File: src/rtl/cascade_counter.sv
// Cascadable modulo-MODULUS up/down counter with synchronous clear, saturating
// parallel load, 74x163-style cep/cet enables, terminal count and wrap pulse.
module cascade_counter #(
  parameter int unsigned     WIDTH   = 4,
  parameter longint unsigned MODULUS = 64'd1 << WIDTH
) (
  input  logic             clk,
  input  logic             rst_n,
  input  logic             clr,
  input  logic             load,
  input  logic [WIDTH-1:0] din,
  input  logic             cep,
  input  logic             cet,
  input  logic             up,
  output logic [WIDTH-1:0] q,
  output logic             tc,
  output logic             rco,
  output logic             wrap
);

  localparam logic [WIDTH-1:0] MAX_VAL = WIDTH'(MODULUS - 64'd1);

  logic [WIDTH-1:0] count_q, count_d;
  logic             wrap_q, wrap_d;
  logic             at_top, at_bottom;

  assign at_top    = (count_q == MAX_VAL);
  assign at_bottom = (count_q == '0);

  always_comb begin
    // NOTE: defaults first so every path assigns both signals and no latch is inferred.
    count_d = count_q;
    wrap_d  = 1'b0;
    if (clr) begin
      count_d = '0;
    end else if (load) begin
      count_d = (din > MAX_VAL) ? MAX_VAL : din;
    end else if (cep && cet) begin
      if (up) begin
        if (at_top) begin
          count_d = '0;
          wrap_d  = 1'b1;
        end else begin
          count_d = count_q + WIDTH'(1);
        end
      end else begin
        if (at_bottom) begin
          count_d = MAX_VAL;
          wrap_d  = 1'b1;
        end else begin
          count_d = count_q - WIDTH'(1);
        end
      end
    end
  end

  // NOTE: non-blocking assignments keep every register sampling pre-edge values.
  always_ff @(posedge clk or negedge rst_n) begin
    if (!rst_n) begin
      count_q <= '0;
      wrap_q  <= 1'b0;
    end else begin
      count_q <= count_d;
      wrap_q  <= wrap_d;
    end
  end

  // Terminal count follows the live direction input, so it flips with up immediately.
  assign q    = count_q;
  assign tc   = up ? at_top : at_bottom;
  assign rco  = tc & cet;
  assign wrap = wrap_q;

endmodule

File: config.mk
export PLATFORM = sky130hd
export DESIGN_NAME = cascade_counter
export DESIGN_NICKNAME = d
export VERILOG_FILES = /design/src/rtl/cascade_counter.sv
export SDC_FILE = /design/constraint.sdc
export NUM_CORES = 1
export LEC_CHECK = 0
export ABC_AREA = 1
export BUFFER_PORTS_ARGS = -buffer_cell sky130_fd_sc_hd__buf_2
export CORE_AREA = 8 8 45 47
export DETAILED_ROUTE_END_ITERATION = 7
export DIE_AREA = 0 0 53 55
export PLACE_DENSITY = 0.63
export SLEW_MARGIN = 0
export SYNTH_ARGS = -nofsm -noshare
export SYNTH_HDL_FRONTEND = slang
export SYNTH_SLANG_ARGS = --single-unit
File: constraint.sdc
create_clock -name clk -period 2.23 [get_ports clk]
set_input_delay 0.446 -clock clk [delete_from_list [all_inputs] [get_ports clk]]
set_output_delay 0.446 -clock clk [all_outputs]
set_load 0.01 [all_outputs]
Yosys cells after proc, flatten, opt, wreduce, memory -nomap -nowiden
Index checks and enable logic that the tools add are counted.

Flip-flop bits (word level): 5. Input bits: 11. Word-level logic and storage cells: 24.

Add/subtract/negate cells: 2. $lt $le $gt $ge: 1. Equality and inequality tests: 1. Multiplexer cells: 14. Bitwise logic cells: 1. Reductions and logical operators: 3.

Operator list (count): $mux 4 (7); $mux 1 (7); $add 4x1->4 const B (1); $eq 4x4->1 const B (1); $gt 4x4->1 const B (1); $logic_not 4->1 (1); $sub 4x1->4 const B (1); $reduce_bool 3->1 (1); $and 1x1->1 (1); $logic_and 1x1->1 (1).

Logic depth before layout (Yosys ltp)
Depth in word-level cells: 6. Mapped depth: 10. Gate-level depth less buffers: 10.

Worst setup path before layout
OpenSTA, ideal clock, no wires.

Path kind: reg-to-output. Start point: reg count_q[0] (netlist: q[0]). End point: out rco. Data arrival time: 1.145 ns. Required time: 1.784 ns. Slack: 0.639 ns. Cell stages (with the launch flop): 7. Path buffers: 0. Path through: dfrtp_1 -> inv_1 -> ha_1 -> nand2_1 -> nand2_1 -> o21ai_0 -> nor2_1.

Word-level cells in the longest chain between the ends: 3.

Ends and longest elaborated chain: start, declared (RTL line 23) `logic [WIDTH-1:0] count_q, count_d;`; start signal, assigned (RTL line 63) `count_q <= count_d;`; $eq 4x4->1 / $logic_not 4->1 (equally long branches) (RTL line 27, 28); $mux 1 * (RTL line 70) `assign tc = up ? at_top : at_bottom;`; $and 1x1->1 * (RTL line 71) `assign rco = tc & cet;`; end, declared (RTL line 17) `output logic rco,`.

Every way passes the cells marked *; elsewhere a longest branch is shown, timed or not.

Worst setup path after layout
Same ends and word-level chain as after synthesis.

==> results.md <==
* Status: completed
* Post-CTS setup buffer count at 0
* Place WS at 0.436 ns
* DPL Wire Length at 879 µm
* Fin. Hold Viols at 0
* Crit-path max FO at 6
* GP Congestion at 0.828
* Post-synth cell types at 17
* N_diodes at 0
* Critical Path Sink: rco
* Final TNS setup at 0 ns
* Hold-fix buffers at CTS at 0
* Slew Viols, Final at 0
* Pwr Total at 313 µW
* DIE AREA at 2920 µm²
* Remaining DRCs at 0
* NumNets Final at 102
* Final Setup Violations at 0
* Non-filler cells, final at 103
* Worst path depth at 6
* Mean post-synth cell area at 6.29 µm²
* Port Buf Inserts at 17
* Die Y at 55 µm
* MaxCap Viol Count at 0
* Crit path kind: register to output pin
* Io pins at 18
* CP dominant cell by count: nor2_1
* Post-cts repair resize count at 0
* CP Launch Point: q[0]$_DFFE_PN0P_
* Max clock buf depth at 2
* Final cycle utilization of the critical path at 0.920
* Hold/Removal Path Class: input port to async pin
* Area delta synth->final at 30.0%
* Initial core utilization at 0.305
* Slew margin rel. at 0.738
* Worst Tran Pin Value at 0.389 ns
* H-Tree Depth at 1
* Clock tree sinks at 5
* DRT Pass-1 Iters at 4
* Post-route setup slack at 0.179 ns
* Clk slew on worst S/H paths at 0.05 ns
* Worst EP arrival at 1.61 ns
* Die X at 53 µm
* Synth Instances at 67
* Root Driver: clkbuf_4
* Core Box Area at 1380 µm²
* Skew final at 0.00477 ns
* Latest clock arrival within the worst-skew pair at 0.24 ns
* Slowest-stage cell, CP: dfrtp_1
* Worst Setup Start Kind: register
* R2R Path End: q[2]$_DFFE_PN0P_
* Average wire per standard cell at 10.3 µm
* Worst r2r src: q[0]$_DFFE_PN0P_
* Seq/Total Area, Yosys at 0.297
* RSZ-0062 raised after global routing: no
* Vias per inst at 4.53
* Global-route wire length before repair at 1.59 mm
* Crit path largest cell delay at 0.43 ns
* Max Freq at 488 MHz
* Largest net degree at the start of global routing at 10
* Worst path cell trace: ha_1, nand2_1, nor2_1, o21ai_0, nor2_1, buf_2
* P per Cell Area at 571 nW/µm²
* Vias in the first global route at 419
* Initial antenna violation count at 0
* GRT Total Usage at 0.0718
* CP bufs+invs at 1
* Minimum clock period at 2.05 ns
* Layout cells sized above 1 at 0.276
* Placed cells at 99
* Static Leak at 0.000332 µW
* Synth warn at 0
* Synthesis-stage register bit count at 5
* Syn nets at 81
* R2r worst-path depth at 7
* ANT nets after route at 0
* Reg2reg setup slack at 0.82 ns
* CTS tree: yes
* GRT Residual Overflow at 0
* Total number of vias at 467
* Cell area after synthesis at 422 µm²
* Number of DRC markers in iteration 0 at 11
* Peak supply drop at 0.497 mV
* CP delay by family, top: flip-flops
* Row cnt at 14
* Crit. End Element: output pin
* Number of buffers created by CTS at 3
* Hold WS at 0.00829 ns
* DRT Wirelength at 1.06 mm
* WP data required at 1.78 ns
per-stage QoR:
step | util | cell area [µm²]
after global placement | 0.377 | 522
final | 0.396 | 548
after floorplan | - | 422
after CTS | 0.396 | 548
after detailed placement | 0.377 | 522
after global routing | 0.396 | 548
report_power, final:
group	leakage (µW)	switching (µW)	internal [µW]	total (µW)
logic	0.000252	55.7	40.0	95.7
registers	0.0000652	14.1	99.1	113
clock network	0.0000150	36.2	67.6	104
total	0.000332	106	207	313
state kept, by name (all words and copies together) (netlist names):
name,flops
wrap,1
q,4
layout make-up:
class                      count  area (µm²)
fill                         151         836
clock buffer                   4        26.3
tap                           16        20.0
multi-input combinational     51         254
timing repair buffer          17        85.1
sequential                     5         125
inverter                      10        37.5
cells in the mapped netlist, drive strengths merged:
cell type	n	area [µm²]
nand2	19	73.8
nor2	13	51.3
inv	10	37.5
dfrtp	5	125
o21ai	5	25.0
nand3	4	20.0
ha	3	37.5
a21oi	2	10.0
buf	1	5.00
nand4	1	6.26
nor4	1	6.26
o22ai	1	6.26
or2	1	8.76
xor2	1	8.76
metal layers:
metal	vias up	part of all wire	track usage
met3	0	0.080	0.0267
met5	-	0	0
li1	250	-	-
met2	18	0.43	0.111
met1	199	0.49	0.0888
met4	0	0	0.0259
cells by family (layout without fill, tap and decap cells):
logic type	count (synthesis)	in the layout	share of synthesized area
compound gates	8	8	0.0979
xor+xnor	1	1	0.0208
fa+ha+maj	3	3	0.0890
buf+inv	11	31	0.101
flops	5	5	0.297
simple gates	39	39	0.395
worst min path at each step:
| stage | start | endpoint | slack, ns | cells after the start |
|---|---|---|---|---|
| floorplan | rst_n | q[0]$_DFFE_PN0P_ | 0.15 | 0 |
| global placement | rst_n | wrap$_DFF_PN0_ | 0.26 | 1 |
| detailed placement | rst_n | wrap$_DFF_PN0_ | 0.26 | 1 |
| CTS | rst_n | q[0]$_DFFE_PN0P_ | 0.005 | 1 |
| global route | rst_n | q[0]$_DFFE_PN0P_ | 0.002 | 1 |
| finish | rst_n | q[0]$_DFFE_PN0P_ | 0.008 | 1 |
cell usage in the layout, fill, tap and decap left out:
master,n
nand2_1,18
buf_2,17
nor2_1,12
inv_1,9
o21ai_0,5
dfrtp_1,5
nand3_1,4
ha_1,3
clkbuf_4,3
a21oi_1,2
nor4_1,1
nand4_1,1
nand2_2,1
inv_2,1
or2_4,1
o22ai_1,1
xor2_1,1
nor2_2,1
clkbuf_1,1
(Power assumes the default switching activity.)
